[src/rtl/bsg_credit_token_returner.sv]
// bsg_credit_token_returner: decimates credit-release pulses into token pulses
// (plus a toggle form) with optional post-reset margin grant and minimum token spacing. Rev 1.0
`default_nettype none

module bsg_credit_token_returner #(
  parameter int lg_credit_to_token_decimation_p = 0,
  parameter int max_credits_p                   = 16,
  parameter int margin_tokens_p                 = 0,
  parameter int min_gap_p                       = 0
) (
  input  logic                               w_clk_i,
  input  logic                               w_reset_i,
  input  logic                               w_credit_v_i,
  input  logic                               w_hold_i,
  output logic                               w_token_o,
  output logic                               w_token_toggle_o,
  output logic [$clog2(max_credits_p+1)-1:0] w_pending_o,
  output logic                               w_overflow_o,
  output logic                               w_granting_o
);

  localparam int PW = $clog2(max_credits_p + 1);
  localparam int GW = (min_gap_p > 0) ? $clog2(min_gap_p + 1) : 1;
  localparam int CW = (margin_tokens_p > 0) ? $clog2(margin_tokens_p + 1) : 1;

  localparam logic [PW-1:0] D_L      = PW'(1 << lg_credit_to_token_decimation_p);
  localparam logic [PW-1:0] MAX_L    = PW'(max_credits_p);
  localparam logic [GW-1:0] GAP_L    = GW'(min_gap_p);
  localparam logic [CW-1:0] MARGIN_L = CW'(margin_tokens_p);

  typedef enum logic {
    S_RUN   = 1'b0,
    S_GRANT = 1'b1
  } state_e;

  localparam state_e RESET_STATE = (margin_tokens_p > 0) ? S_GRANT : S_RUN;

  state_e        state_r;
  logic [CW-1:0] grant_cnt_r;
  logic [GW-1:0] gap_r;
  logic [PW-1:0] pending_r;
  logic          token_r;
  logic          toggle_r;
  logic          overflow_r;

  logic          can_emit;
  logic          emit;
  logic          run_emit;
  logic          accept;
  logic [PW-1:0] pending_n;

  // Intermediate pending_r+1 may wrap when full, but the RUN-emit subtraction
  // brings the modular result back in range.
  always_comb begin
    can_emit  = (state_r == S_GRANT) ? (grant_cnt_r != '0) : (pending_r >= D_L);
    emit      = (gap_r == '0) && !w_hold_i && can_emit;
    run_emit  = emit && (state_r == S_RUN);
    accept    = w_credit_v_i && ((pending_r < MAX_L) || run_emit);
    pending_n = pending_r + PW'(accept) - (run_emit ? D_L : '0);
  end

  always_ff @(posedge w_clk_i or posedge w_reset_i) begin
    if (w_reset_i) begin
      state_r     <= RESET_STATE;
      grant_cnt_r <= MARGIN_L;
      gap_r       <= '0;
      pending_r   <= '0;
      token_r     <= 1'b0;
      toggle_r    <= 1'b0;
      overflow_r  <= 1'b0;
    end else begin
      pending_r <= pending_n;
      token_r   <= emit;
      if (emit) toggle_r <= ~toggle_r;
      if (w_credit_v_i && !accept) overflow_r <= 1'b1;

      if (emit) gap_r <= GAP_L;
      else if (gap_r != '0) gap_r <= gap_r - GW'(1);

      if (emit && (state_r == S_GRANT)) begin
        grant_cnt_r <= grant_cnt_r - CW'(1);
        if (grant_cnt_r == CW'(1)) state_r <= S_RUN;
      end
    end
  end

  assign w_token_o        = token_r;
  assign w_token_toggle_o = toggle_r;
  assign w_pending_o      = pending_r;
  assign w_overflow_o     = overflow_r;
  assign w_granting_o     = (state_r == S_GRANT);

endmodule

`default_nettype wire

[config.mk]
export PLATFORM = sky130hd
export DESIGN_NAME = bsg_credit_token_returner
export DESIGN_NICKNAME = d
export VERILOG_FILES = /design/src/rtl/bsg_credit_token_returner.sv
export SDC_FILE = /design/constraint.sdc
export NUM_CORES = 1
export LEC_CHECK = 0
export BUFFER_PORTS_ARGS = -buffer_cell sky130_fd_sc_hd__buf_2
export CORE_AREA = 4 4 41 43
export DETAILED_ROUTE_END_ITERATION = 8
export DIE_AREA = 0 0 45 47
export HOLD_SLACK_MARGIN = 0.02
export MAX_ROUTING_LAYER = met4
export SLEW_MARGIN = 20
export SYNTH_ARGS = -nofsm -noshare
export SYNTH_HDL_FRONTEND = slang
export SYNTH_SLANG_ARGS = --single-unit
export TNS_END_PERCENT = 1
[constraint.sdc]
create_clock -name w_clk_i -period 2.4 [get_ports w_clk_i]
set_clock_uncertainty 0.05 [all_clocks]
set_input_delay 0.24 -clock w_clk_i [delete_from_list [all_inputs] [get_ports w_clk_i]]
set_output_delay 0.24 -clock w_clk_i [all_outputs]
set_load 0.05 [all_outputs]
---- After elaboration in Yosys (flattened, before gate mapping) ----
Cells that the tools add are included.
cells by class
  magnitude comparators ................... 2
  add/subtract/negate cells ............... 3
  reduce and logical (&&, ||, !) cells .... 7
  bitwise logic cells ..................... 2
  muxes and demuxes ....................... 3
operator list
  operator                                                           number
  adder 5 x 1 -> 5 bit                                               1
  greater-or-equal comparator 5 x 1 -> 1 bit, second input constant  1
  < comparator 5 bit, second input constant                          1
  subtractor 5 x 1 -> 5 bit                                          1
  logical AND 1 bit                                                  4
  2-to-1 mux 1 bit                                                   3
  zero test 1 bit                                                    2
  inverter 1 bit                                                     2
  logical OR 1 bit                                                   1
  subtractor 1 bit, second input constant                            1
word-level totals
  flip-flop bits (word level) ............. 9
  input port bits ......................... 4
  output and inout port bits .............. 9

---- Longest topological paths before layout ----
Gate-level depths: netlist of the first run.
  depth in word-level cells ............... 7
  mapped depth ............................ 12

---- Least setup slack after synthesis of the first run ----
OpenSTA, ideal clock, no wires.
  kind .................................... register to register
  start ................................... register pending_r[1], in the netlist w_pending_o[1]
  end ..................................... register pending_r[4], in the netlist w_pending_o[4]
  arrival ................................. 2.600 ns
  setup time .............................. 0.128 ns
  slack ................................... -0.378 ns
  required time ........................... 2.222 ns
  stages on the path, launching flop included .. 13
  path through ............................ dfrtp_1 inv_1 ha_1 a31oi_4 o21ai_0 ha_1 inv_1 ha_1 inv_1 fa_1 o21bai_1 a21oi_1 xor2_1
between the ends
  longest elaborated chain between the ends .. 6
  elaborated cells on any way between the ends .. 8
  those cells by class .................... 2 x add/sub; 2 x order compare; 1 x mux; 3 x reduce/logical
ends and longest elaborated chain
  element                                       RTL line  text
  start, declared                               41        logic [PW-1:0] pending_r;
  start signal, assigned                        72        pending_r <= pending_n;
  greater-or-equal comparator 5 x 1 -> 1 bit *  55        can_emit = (state_r == S_GRANT) ? (grant_cnt_r != '0) : (pending_r >= D_L);
  logical AND 1 bit *                           56        emit = (gap_r == '0) && !w_hold_i && can_emit;
  named net emit                                47        logic emit;
  logical OR 1 bit                              58        accept = w_credit_v_i && ((pending_r < MAX_L) || run_emit);
  logical AND 1 bit                             58
  adder 5 x 1 -> 5 bit                          59        pending_n = pending_r + PW'(accept) - (run_emit ? D_L : '0);
  subtractor 5 x 1 -> 5 bit *                   59
  named net pending_n[4]                        50        logic [PW-1:0] pending_n;
The timed path passes the listed nets; every way through them passes the cells marked *.
A chain may end at the register's enable or synchronous reset.

---- Final worst setup path of the first run ----
  start ................................... register pending_r[2], in the netlist w_pending_o[2]
  end ..................................... register pending_r[4], in the netlist w_pending_o[4]
Same word-level chain as after synthesis.

==> flow_summary.json, run 1 <==
{
  "status": "complete, no violations",
  "r2r-start": "w_pending_o[2]",
  "grt_max_degree": 9,
  "synthCells": 42,
  "cts_max_level": 1,
  "start_kind": "register",
  "final_area_um2": 614,
  "fmax_mhz": 432,
  "die_h_um": 47,
  "arrival_ps": 2390,
  "fin_crit_sh": 0.964,
  "synth_area_leaders": "dfrtp_1 43%, ha_1 21%, inv_1 8.8%",
  "via_per_inst": 4.38,
  "ys_seq_area_frac": 0.426,
  "ys_warn_count": 0,
  "final_layout_size_suffix_gt1_frac": 0.508,
  "synth_edf_count": 0,
  "drtIter0Drc": 6,
  "antenna_found_initial": 0,
  "synth_top_area_share": 0.426,
  "yosysTopAreaCell": "dfrtp_1",
  "cts.path.max_buffers": 2,
  "gp_congestion": 0.633,
  "area_growth_pct": 30.6,
  "die_width_um": 45,
  "cts_tree": "yes",
  "final_hold_viol_count": 0,
  "crit_end": "w_pending_o[4]",
  "synth.most_common_cell": "inv_1",
  "crit_path_max_fanout": 3,
  "cts.clk_slew.worst_paths_ps": 60,
  "die-area_mm2": 0.00212,
  "layout.nets": 73,
  "core_mm2": 0.00130,
  "netlist_top_cells_count": "11 x inv_1, 8 x dfrtp_1, 8 x ha_1",
  "n_antenna_cell": 0,
  "period_needed_ps": 2310,
  "synth_flop_cell": "dfrtp_1",
  "fin_cells": 74,
  "finalSetupViolations": 0,
  "worstSetupPathType": "reg -> reg",
  "path_cells": "inv_2 -> ha_2 -> a31oi_4 -> o21ai_1 -> ha_1 -> inv_1 -> ha_2 -> inv_1 -> fa_2 -> o21bai_1 -> a21oi_1 -> xor2_1",
  "worstSetupStartpoint": "w_pending_o[2]",
  "wire_per_inst_um": 11.5,
  "cts-root-buf": "clkbuf_4",
  "grt_usage": 0.108,
  "synthArstFlopShare": 1.00,
  "ant_nets": 0,
  "place_inst": 69,
  "io_pins": 13,
  "synth.avg_cell_area_um2": 11.2,
  "ys_seq_elements": 8,
  "cp-end-kind": "register",
  "crit_required_ps": 2480,
  "syn_nets": 55,
  "r2r_end": "w_pending_o[4]",
  "max_cap_viol_count": 0,
  "num_rows": 13,
  "vias": 324,
  "drcViolationCount": 0,
  "reg2regPathDepth": 12,
  "cpMaxStageDelayCell": "dfrtp_2",
  "synth.distinct_cells": 13,
  "start_util": 0.362,
  "io_buffers": 11,
  "placed_area_um2": 576,
  "drv_slew": 0,
  "grt_pass1_wl_um": 1440,
  "cts-buffers-inserted": 3,
  "rsz0062_at_grt": "yes",
  "dp_hpwl_um": 664,
  "grt_overflow": 0,
  "cts_num_sinks": 8,
  "grt_pass1_vias": 327,
  "clk_latency_ps": 260,
  "first_pass_iters": 4,
  "cpPeakStageDelay_ps": 420,
  "syn_area_um2": 470,
  "rrSetupSlack_ps": 90,
  "postCtsSetupBuffers": 0,
  "drt_wl_total_um": 851,
  "min_path_type": "in -> reg"
}
## logic make-up (layout without fill, tap and decap cells)
group                    Yosys count  after routing  synth area share
buffers and inverters             12             29             0.104
adder cells (fa/ha/maj)            9              9             0.255
flip-flops                         8              8             0.426
AO/OA/AOI/OAI                      7              7             0.125
XOR/XNOR                           4              4            0.0745
other                              1              1           0.00797
AND/OR/NAND/NOR                    1              1           0.00797
## layout by cell type (no fill, tap or decap), drive strengths merged
master	synthesis	layout
a21oi	2	2
a31oi	1	1
buf	1	13
clkbuf	0	4
conb	1	1
dfrtp	8	8
dlygate4sd3	0	1
fa	1	1
ha	8	8
inv	11	11
nand2	1	1
o21ai	1	1
o21bai	3	3
xnor2	1	1
xor2	3	3
## critical path: cells and delay by family, from the launching register on
| family | cells | cell delay [ps] |
|---|---|---|
| fa+ha+maj | 4 | 940 |
| compound gates | 4 | 450 |
| flops | 1 | 420 |
| buf+inv | 3 | 180 |
| xor+xnor | 1 | 140 |
## flip-flops by register name, summed over array words and instances (netlist names)
| name | count |
|---|---|
| w_pending_o | 5 |
| w_token_o | 1 |
| w_overflow_o | 1 |
| w_token_toggle_o | 1 |
## layout make-up
type | instances | area, µm²
Tap cell | 15 | 18.8
Inverter | 11 | 41.3
Multi-Input combinational cell | 22 | 241
Timing Repair Buffer | 14 | 80.1
Sequential cell | 8 | 206
Fill cell | 130 | 687
Clock buffer | 4 | 26.3
## metrics by stage
stage	setup TNS (ps)	utilization	setup WS, ps	hold WS (ps)
after detailed placement	0	0.442	103	159
after global routing	-46.3	0.472	-46.3	211
after CTS	0	0.470	62.3	200
final	0	0.472	86.6	204
after global placement	0	0.442	121	148
after floorplan	-17.8	-	-17.8	5.32
## how the worst min path moves through the flow
stage            startpoint           end  cells after the start
6_report       w_credit_v_i  w_overflow_o                      3
5_1_grt        w_credit_v_i  w_overflow_o                      3
4_1_cts        w_credit_v_i  w_overflow_o                      3
3_5_place_dp      w_reset_i     w_token_o                      2
3_3_place_gp      w_reset_i     w_token_o                      2
2_1_floorplan     w_reset_i  w_overflow_o                      1
## per-layer routing
| metal | up-vias | track usage | share of wire |
|---|---|---|---|
| met1 | 147 | 0.121 | 0.43 |
| met5 | - | - | 0 |
| met4 | 0 | 0.0877 | 0.026 |
| li1 | 163 | - | - |
| met2 | 10 | 0.155 | 0.46 |
| met3 | 4 | 0.0345 | 0.080 |
## what timing repair did
action / 4_1_cts / 5_1_grt
hold endpoints to repair: 8 / 0
endpoints found under the setup margin: 0 / 1
hold buffers: 1 / 0
gates resized for setup: 0 / 1
Power of run 1 is not shown: default switching activity piles up to over one toggle a cycle in this logic, so the estimate is an artifact.
==> run 2: changes to the inputs <==
RECOVER_POWER = 100   (was not set)
==> run 2 against run 1 <==
Global-route usage stayed put. Design area down 1.0%. Non-clock buffer count unchanged. First-iteration DRC count unchanged. Setup slack improved by 0.98 ps. Sequential share of layout area is 0.35 points higher. Final cell count unchanged. Sequential cell count unchanged. Critical path depth unchanged.
==> flow_summary.json, run 2 (same netlist as run 1, synthesis figures left out) <==
{
  "status": "complete, no violations",
  "min_path_type": "in -> reg",
  "fmax_mhz": 432,
  "worstSetupPathType": "reg -> reg",
  "cts_num_sinks": 8,
  "multiInputGateArea_um2": 241,
  "cts.clk_slew.worst_paths_ps": 60,
  "crit_required_ps": 2480,
  "largest_reg_flops": 5,
  "postCtsSetupBuffers": 0,
  "die_h_um": 47,
  "gp_congestion": 0.633,
  "crit_path_max_fanout": 3,
  "cts-root-buf": "clkbuf_4",
  "die-area_mm2": 0.00212,
  "start_kind": "register",
  "drt_wl_total_um": 853,
  "cts.path.max_buffers": 2,
  "path_cells": "inv_2 -> ha_2 -> a31oi_4 -> o21ai_1 -> ha_1 -> inv_1 -> ha_2 -> inv_1 -> fa_2 -> o21bai_1 -> a21oi_1 -> xor2_1",
  "ant_nets": 0,
  "grt_overflow": 0,
  "n_antenna_cell": 0,
  "via_per_inst": 4.38,
  "layout.nets": 73,
  "path_buf_inv": 3,
  "reg2regPathDepth": 12,
  "io_pins": 13,
  "cp-end-kind": "register",
  "fill_cells": 132,
  "dp_hpwl_um": 664,
  "slew_headroom": 0.604,
  "grt_pass1_wl_um": 1440,
  "vias": 324,
  "grt_max_degree": 9,
  "final_layout_size_suffix_gt1_frac": 0.424,
  "cts_tree": "yes",
  "grt_usage": 0.108,
  "worstSetupStartpoint": "w_pending_o[2]",
  "io_buffers": 11,
  "r2r_end": "w_pending_o[4]",
  "tightest_slew_ps": 597,
  "first_pass_iters": 4,
  "final_hold_viol_count": 0,
  "path_delay_family": "adder cells",
  "fin_setup_tns_ps": 0,
  "cpMaxStageDelayCell": "dfrtp_2",
  "worstHoldEndpoint": "w_overflow_o",
  "grt_pass1_vias": 327,
  "r2r-start": "w_pending_o[2]",
  "period_needed_ps": 2310,
  "final_common_cell": "inv_1",
  "area_growth_pct": 29.3,
  "whs_ps": 204,
  "drtIter0Drc": 6,
  "cts_max_level": 1,
  "start_util": 0.362,
  "cpPeakStageDelay_ps": 420,
  "clk_latency_ps": 260,
  "drv_slew": 0,
  "rrSetupSlack_ps": 90,
  "min_path_cells": 3,
  "drcViolationCount": 0,
  "rsz0062_at_grt": "yes",
  "regArea_um2": 206,
  "finalSetupViolations": 0,
  "cts-buffers-inserted": 3,
  "fin_crit_sh": 0.964,
  "pre_cts_slack_ps": 103,
  "max_cap_viol_count": 0,
  "final_cell_mix": "7 x inv_1, 6 x clkbuf_1, 6 x buf_2",
  "min_from": "w_credit_v_i",
  "arrival_ps": 2390,
  "antenna_found_initial": 0,
  "wire_per_inst_um": 11.5,
  "die_width_um": 45,
  "worst_slack_ps": 87.5,
  "core_mm2": 0.00130,
  "num_rows": 13
}
==> run 2: cell count changes in the layout (fill, tap and decap cells not counted), sizes merged <==
cell | before | now
buf | 13 | 8
clkbuf | 4 | 9
==> run 2: worst min-delay path, cell delays in order <==
cell and delay (ps):
buf_2 100, nand2_1 60, o21bai_1 70
==> run 2: worst max-delay path by stage <==
| stage | slack [ps] | cells after the start | to |
|---|---|---|---|
| final | 90 | 12 | w_pending_o[4] |
| after global routing | -50 | 12 | w_pending_o[4] |
| after CTS | 60 | 12 | w_pending_o[4] |
| after detailed placement | 100 | 12 | w_pending_o[4] |
| after global placement | 120 | 12 | w_pending_o[4] |
| after floorplan | -20 | 12 | w_pending_o[4] |
==> run 2: final cells by class <==
class / count / area share
Clock buffer: 4 / 0.0432
Inverter: 11 / 0.0679
Multi-Input combinational cell: 22 / 0.397
Sequential cell: 8 / 0.340
Tap cell: 15 / 0.0309
Timing Repair Buffer: 14 / 0.121
==> run 2: per-layer routing <==
layer | global-route usage | part of all wire | vias to the layer above
li1 | - | - | 163
met1 | 0.121 | 0.43 | 147
met2 | 0.155 | 0.47 | 10
met3 | 0.0345 | 0.069 | 4
met4 | 0.0877 | 0.026 | 0
met5 | - | 0 | -
==> run 2: repair_timing <==
item | 4_1_cts | 5_1_grt
endpoints found under the hold margin | 8 | 0
resized for setup | 0 | 1
hold buffers | 1 | 0
endpoints found under the setup margin | 0 | 1
==> run 2: metrics by stage <==
step                      area (µm²)  utilization  instances
after floorplan                  494            -         42
after global placement           576        0.442         69
after detailed placement         576        0.442         69
after CTS                        612        0.470         74
after global routing             608        0.467         74
final                            608        0.467         74
Power of run 2 is left out for the same reason.
